==> config.mk <==
export PLATFORM = sky130hd
export DESIGN_NAME = seq_match_fsm
export DESIGN_NICKNAME = d
export VERILOG_FILES = /design/src/rtl/seq_match_pkg.sv /design/src/rtl/sat_counter.sv /design/src/rtl/seq_match_fsm.sv
export SDC_FILE = /design/constraint.sdc
export NUM_CORES = 1
export LEC_CHECK = 0
export CORE_MARGIN = 10
export CORE_UTILIZATION = 25
export CTS_CLUSTER_SIZE = 12
export DETAILED_ROUTE_END_ITERATION = 6
export GPL_TIMING_DRIVEN = 1
export HOLD_SLACK_MARGIN = 0.03
export PLACE_DENSITY = 0.48
export SETUP_SLACK_MARGIN = 0.2
export SYNTH_ARGS = -nofsm -noshare
export SYNTH_HDL_FRONTEND = slang
export SYNTH_SLANG_ARGS = --single-unit
==> constraint.sdc <==
create_clock -name clk -period 3.7 [get_ports clk]
set_input_delay 1.11 -clock clk [delete_from_list [all_inputs] [get_ports clk]]
set_output_delay 1.11 -clock clk [all_outputs]
set_load 0.02 [all_outputs]
==> src/rtl/seq_match_pkg.sv <==
// ============================================================================
//  Module      : seq_match_pkg
//  Description : Shared constants, step-action encoding and pattern symbol
//                extraction for the seq_match_fsm sequence detector.
//  Revision    : 1.0 - initial release
// ============================================================================
`default_nettype none

package seq_match_pkg;

  // Index values used when the matcher restarts
  localparam int IDX_RESET       = 0;
  localparam int IDX_AFTER_FIRST = 1;

  // Upper bounds for the generic extraction function; patterns up to
  // MAX_PAT_W bits and symbols up to MAX_SYM_W bits are supported.
  localparam int MAX_PAT_W = 1024;
  localparam int MAX_SYM_W = 32;

  // What the matcher does on a given cycle
  typedef enum logic [2:0] {
    ACT_HOLD    = 3'd0,
    ACT_LOAD    = 3'd1,
    ACT_ADVANCE = 3'd2,
    ACT_ACCEPT  = 3'd3,
    ACT_RESTART = 3'd4
  } step_act_t;

  // Symbol k of a packed pattern (symbol 0 in the least significant bits).
  // Callers zero-extend their pattern and truncate the result to their width.
  function automatic logic [MAX_SYM_W-1:0] pattern_sym(
    input logic [MAX_PAT_W-1:0] pat,
    input int                   k,
    input int                   sym_w
  );
    return MAX_SYM_W'(pat >> (k * sym_w));
  endfunction

endpackage

`default_nettype wire

==> src/rtl/sat_counter.sv <==
// ============================================================================
//  Module      : sat_counter
//  Description : W-bit up counter that sticks at all-ones. Asynchronous
//                active-high reset.
//  Revision    : 1.0 - initial release
// ============================================================================
`default_nettype none

module sat_counter #(
  parameter int W = 8
) (
  input  logic         clk,
  input  logic         rst,
  input  logic         inc,
  output logic [W-1:0] cnt
);

  logic [W-1:0] r_cnt;

  // Count increments, holding once every bit is set
  always_ff @(posedge clk or posedge rst) begin
    if (rst) begin
      r_cnt <= '0;
    end else if (inc && (r_cnt != {W{1'b1}})) begin
      r_cnt <= r_cnt + W'(1);
    end
  end

  assign cnt = r_cnt;

endmodule

`default_nettype wire

==> src/rtl/seq_match_fsm.sv <==
// ============================================================================
//  Module      : seq_match_fsm
//  Description : Programmable DEPTH-symbol sequence detector over a
//                valid-qualified SYM_W-bit stream, with optional overlap and
//                a saturating match counter.
//                Build option: define SEQ_MATCH_CNT_EN to include the match
//                counter; without it match_cnt is tied to zero.
//  Revision    : 1.0 - initial release
// ============================================================================
`default_nettype none

module seq_match_fsm
  import seq_match_pkg::*;
#(
  parameter int SYM_W = 2,
  parameter int DEPTH = 4,
  parameter int CNT_W = 8
) (
  input  logic                     clk,
  input  logic                     rst,
  input  logic                     in_valid,
  input  logic [SYM_W-1:0]         in_sym,
  input  logic                     cfg_load,
  input  logic [DEPTH*SYM_W-1:0]   cfg_pattern,
  input  logic                     cfg_overlap,
  output logic                     out_match,
  output logic [CNT_W-1:0]         match_cnt,
  output logic [$clog2(DEPTH)-1:0] state
);

  localparam int             c_idx_w    = $clog2(DEPTH);
  localparam [c_idx_w-1:0]   c_idx_last = c_idx_w'(DEPTH - 1);
  localparam [c_idx_w-1:0]   c_idx_rst  = c_idx_w'(IDX_RESET);
  localparam [c_idx_w-1:0]   c_idx_one  = c_idx_w'(IDX_AFTER_FIRST);

  logic [DEPTH*SYM_W-1:0] r_pat;
  logic                   r_ovl;
  logic [c_idx_w-1:0]     r_idx;
  logic                   r_match;

  logic [SYM_W-1:0]       w_sym_cur;
  logic [SYM_W-1:0]       w_sym_first;
  logic                   w_hit;
  logic                   w_is_first;
  step_act_t              w_act;
  logic [c_idx_w-1:0]     w_idx_nxt;
  logic                   w_match_nxt;

  // The symbol expected next and the pattern's first symbol
  assign w_sym_cur   = SYM_W'(pattern_sym(MAX_PAT_W'(r_pat), int'(r_idx), SYM_W));
  assign w_sym_first = SYM_W'(pattern_sym(MAX_PAT_W'(r_pat), 0, SYM_W));
  assign w_hit       = (in_sym == w_sym_cur);
  assign w_is_first  = (in_sym == w_sym_first);

  // Next-index and match-pulse decision; cfg_load wins over the stream
  always_comb begin
    w_act       = ACT_HOLD;
    w_idx_nxt   = r_idx;
    w_match_nxt = 1'b0;
    if (cfg_load) begin
      w_act     = ACT_LOAD;
      w_idx_nxt = c_idx_rst;
    end else if (in_valid) begin
      if (w_hit && (r_idx == c_idx_last)) begin
        w_act       = ACT_ACCEPT;
        w_match_nxt = 1'b1;
        w_idx_nxt   = (r_ovl && w_is_first) ? c_idx_one : c_idx_rst;
      end else if (w_hit) begin
        w_act     = ACT_ADVANCE;
        w_idx_nxt = r_idx + c_idx_w'(1);
      end else begin
        // Single-symbol restart: only the current symbol is reconsidered
        w_act     = ACT_RESTART;
        w_idx_nxt = w_is_first ? c_idx_one : c_idx_rst;
      end
    end
  end

  // State, configuration and registered match pulse
  always_ff @(posedge clk or posedge rst) begin
    if (rst) begin
      r_pat   <= '0;
      r_ovl   <= 1'b0;
      r_idx   <= c_idx_rst;
      r_match <= 1'b0;
    end else begin
      if (w_act == ACT_LOAD) begin
        r_pat <= cfg_pattern;
        r_ovl <= cfg_overlap;
      end
      r_idx   <= w_idx_nxt;
      r_match <= w_match_nxt;
    end
  end

  assign out_match = r_match;
  assign state     = r_idx;

`ifdef SEQ_MATCH_CNT_EN
  sat_counter #(
    .W   (CNT_W)
  ) u_match_cnt (
    .clk (clk),
    .rst (rst),
    .inc (w_act == ACT_ACCEPT),
    .cnt (match_cnt)
  );
`else
  assign match_cnt = '0;
`endif

endmodule

`default_nettype wire

# Yosys cells after proc, flatten, opt, wreduce, memory -nomap -nowiden
# Index checks and enable logic that the tools add are counted.
[totals]
ff_bits = 12
input_bits = 15
wordCells = 26
[op_classes]
n_reduce_logical = 3
muxes = 13
shifts = 1
eq_ne = 4
add_sub_neg = 1
[ops]
columns = ["op", "n"]
rows = [
  ["two-way mux 3 bit", 4],
  ["two-way mux 2 bit", 4],
  ["right shift 8 x 3 -> 2 bit", 1],
  ["two-way mux 1 bit", 5],
  ["equality test 2 bit", 2],
  ["equality test 3 x 1 -> 1 bit, second input constant", 1],
  ["adder 2 x 1 -> 2 bit, second input constant", 1],
  ["equality test 2 bit, second input constant", 1],
  ["logical AND 1 bit", 2],
  ["nonzero test 2 bit", 1],
]

# Logic depth before layout (Yosys ltp)
[logic_depth]
ltp_word = 7
ltp_mapped = 6
ltp_nobuf = 5

# Worst setup path before layout
# Ideal clock, no wire load.
[synth_timing]
path_kind = "input-to-reg"
startpoint = "in in_sym[1]"
endpoint = "reg r_idx[0], in the netlist state[0]"
t_required_ns = 3.589
slack_ns = 1.755
cell_stages = 4
arrival_ns = 1.834
cell_sequence = "xor2_1 > nor2_2 > o311ai_1 > a2111oi_2"
[synth_between]
elab_chain_cells = 6
word_cells_on_any_way = 10
[synth_rtl]
columns = ["item", "line", "rtl"]
rows = [
  ["from (decl)", "seq_match_fsm.sv:22", "input logic [SYM_W-1:0] in_sym,"],
  ["equality test 2 bit", "seq_match_fsm.sv:53", "assign w_is_first = (in_sym == w_sym_first);"],
  ["two-way mux 1 bit / logical AND 1 bit (equally long branches)", "seq_match_fsm.sv:74, seq_match_fsm.sv:67", ""],
  ["two-way mux 2 bit / two-way mux 1 bit (equally long branches)", "seq_match_fsm.sv:68, seq_match_fsm.sv:67", ""],
  ["two-way mux 2 bit *", "seq_match_fsm.sv:64", "if (w_hit && (r_idx == c_idx_last)) begin"],
  ["two-way mux 2 bit *", "seq_match_fsm.sv:63", "end else if (in_valid) begin"],
  ["two-way mux 2 bit *", "seq_match_fsm.sv:60", "if (cfg_load) begin"],
  ["to (signal assigned)", "seq_match_fsm.sv:84", "r_idx <= c_idx_rst;"],
  ["to (signal assigned)", "seq_match_fsm.sv:91", "r_idx <= w_idx_nxt;"],
  ["to (decl)", "seq_match_fsm.sv:38", "logic [c_idx_w-1:0] r_idx;"],
]
# Every way passes the cells marked *; elsewhere a longest branch is shown, timed or not. The select of a mux whose other input is x is not followed.
# A chain may end at the register's enable or synchronous reset.

# Worst setup path after layout
[layout_timing]
startpoint = "reg r_idx[1], in the netlist state[1]"
endpoint = "out state[1]"
[layout_rtl]
columns = ["item", "line", "rtl"]
rows = [
  ["to (decl)", "seq_match_fsm.sv:28", "output logic [$clog2(DEPTH)-1:0] state"],
]
# No word-level cell between the ends.

==> results.yml <==
route:
  totalWireLength_mm: 1.38
  dr.pass1.iters: 4
  num_vias: 483
  wl_per_cell_um: 12.4
  via_per_inst: 4.35
  drt_iter0_drc: 4
  antenna_left: 0
  drc: 0
finish:
  multi_input_area_um2: 360
  drive_gt1_frac: 0.150
  seq_area_um2: 300
  layout.nets: 98
  synthToLayoutAreaGrowth_pct: 25.5
  diodes: 0
  final_area_um2: 900
  num-fill-cells: 282
  layout_common_cells: "clkdlybuf4s50_1 (17), dfrtp_1 (12), conb_1 (8)"
  mostFrequentLayoutCell: "clkdlybuf4s50_1"
grt:
  grt_busiest_layer: "met2"
  met2_usage: 0.0919
  use_met3: 0.0269
  grt_pass1_vias: 536
  grt_util_met1: 0.0521
  grt_pass1_wl_mm: 2.26
  antenna_found_initial: 0
  track_usage: 0.0534
  gr-total-overflow: 0
  grt_max_degree: 14
setup_path:
  cp.arrival_ns: 1.47
  regToRegEndpoint: "state[0]"
  critPathSlowestCell: "clkdlybuf4s50_1"
  required_ns: 2.59
  reg2reg_slack_ns: 2.03
  cpPeakStageDelay_ns: 0.67
  worstSetupStartpointType: "flop"
  r2r_start: "state[1]"
  crit_buf_inv: 1
  critPathKind: "flop to output pin"
  cp-end-kind: "output pin"
  worstPathCellList: "clkdlybuf4s50_1"
  path_max_fanout: 7
  crit_family: "buffers and inverters"
  rr_worst_depth: 5
yosys:
  syn-instance-count: 63
  synth_area_leaders: "dfrtp_1 (42%), mux2_2 (9.4%), buf_4 (8.4%)"
  yosysUniqueCellTypes: 23
  syn-mean-instance-area_um2: 11.4
  yosys_warnings: 0
  synth_largest_area_cell: "dfrtp_1"
  yosysSeqAreaShare: 0.419
  ys_ff_latch: 12
  synth_area_um2: 717
  yosysTopAreaCellShare: 0.419
placed_design:
  portBuffers: 17
  gp_congestion: 0.825
  dp_hpwl_mm: 1.16
  placed_area_um2: 877
cts:
  numCtsBuffers: 3
  path_clk_slew_ns: 0.07
  clockBufferDepth: 2
  cts_tree: "done"
  cts.sinks: 12
  cts_setup_buffers: 0
  cts-resized-gates: 0
  clock_latency_ns: 0.26
  htree_levels: 1
  cts.root.buffer_cell: "clkbuf_4"
  cts_hold_buf: 0
die:
  die_y_um: 73.6
  rows: 19
  start_util: 0.260
  core_area_um2: 2760
  die_w_um: 73.6
  dieArea_um2: 5410
  pin_count: 26
worst_hold_path:
  worstHoldStart: "r_pat[3]"
  hold_end: "r_pat[3]"
  hold-path-cell-count: 1
  hold_class: "flop to flop"
power:
  leakage_uw: 0.000368
  powerDensity_nw_per_um2: 346
  ir_drop_uv: 175
timing:
  finalSetupViolCount: 0
  hold_viol_final: 0
  timing.setup.tns_ns: 0
  relSlewSlack: 0.617
  drv_slew: 0
  max_freq_ghz: 0.388
  worst_pin_slew_ns: 0.573
  min_period_ns: 2.58
  period_share: 0.697
  rsz0062_at_grt: "false"
  skew_ns: 0.00374
flow_run:
  maxCapViolations: 0
outcome:
  status: "completed"
[synth_stat cells]
cell and n:
buf_4 8, nand2_1 4, inv_1 2, nor2_2 1
a21oi_1 1, conb_1 1, mux2i_1 5, ha_1 1
a2111oi_2 1, o32ai_1 1, mux2_2 6, nand3_1 1
a21o_1 1, dfrtp_1 12, xor2_1 6, nor2_1 1
buf_1 1, o32ai_2 1, o311ai_1 1, nor3_1 2
mux2_1 3, buf_6 1, and2_1 2
[cell type report]
cell class	instances	share of cell area
Tap cell	31	0.0431
Sequential cell	12	0.334
Timing Repair Buffer	17	0.189
Multi-Input combinational cell	46	0.401
Clock buffer	3	0.0250
Inverter	2	0.00834
[worst max path at each step]
| stage | from | to | slack [ns] | cells past startpoint |
|---|---|---|---|---|
| floorplan | in_sym[1] | state[0] | 1.75 | 4 |
| global placement | in_sym[0] | state[0] | 1.14 | 5 |
| detailed placement | in_sym[0] | state[0] | 1.13 | 5 |
| CTS | state[1] | state[1] | 1.08 | 1 |
| global route | state[1] | state[1] | 1.04 | 1 |
| finish | state[1] | state[1] | 1.12 | 1 |
[flip-flops by register name (all words and copies together) (netlist names)]
register   flops
out_match      1
r_pat          8
state          2
r_ovl          1
[power by group]
part / total [uW] / switching (uW) / internal [uW]
Sequential: 152 / 9.71 / 143
Clock: 78.5 / 41.0 / 37.6
Combinational: 80.3 / 39.4 / 40.9
[through the flow]
stage	hold slack, ns	total power (uW)	std cells	worst slack, ns	util
finish	0.493	311	111	1.12	0.326
global route	0.520	335	111	1.04	0.326
CTS	0.500	317	111	1.08	0.326
detailed placement	0.482	236	108	1.13	0.318
global placement	0.467	236	108	1.14	0.318
floorplan	0.457	214	70	1.75	-
[kinds of logic after synthesis]
logic type | after synthesis | share of synthesized area
buffers and inverters | 12 | 0.115
DFF | 12 | 0.419
adders and majority gates | 1 | 0.0174
xor gates and xnor gates | 6 | 0.0733
AOI/OAI and AO/OA | 6 | 0.0855
other | 1 | 0.00523
and+or+nand+nor | 11 | 0.0733
muxes | 14 | 0.211
[metal layers]
layer	up-vias	share of wire
li1	238	-
met1	226	0.39
met2	19	0.50
met3	0	0.11
met4	0	0
met5	-	0
Power figures use the tool's default switching activity.
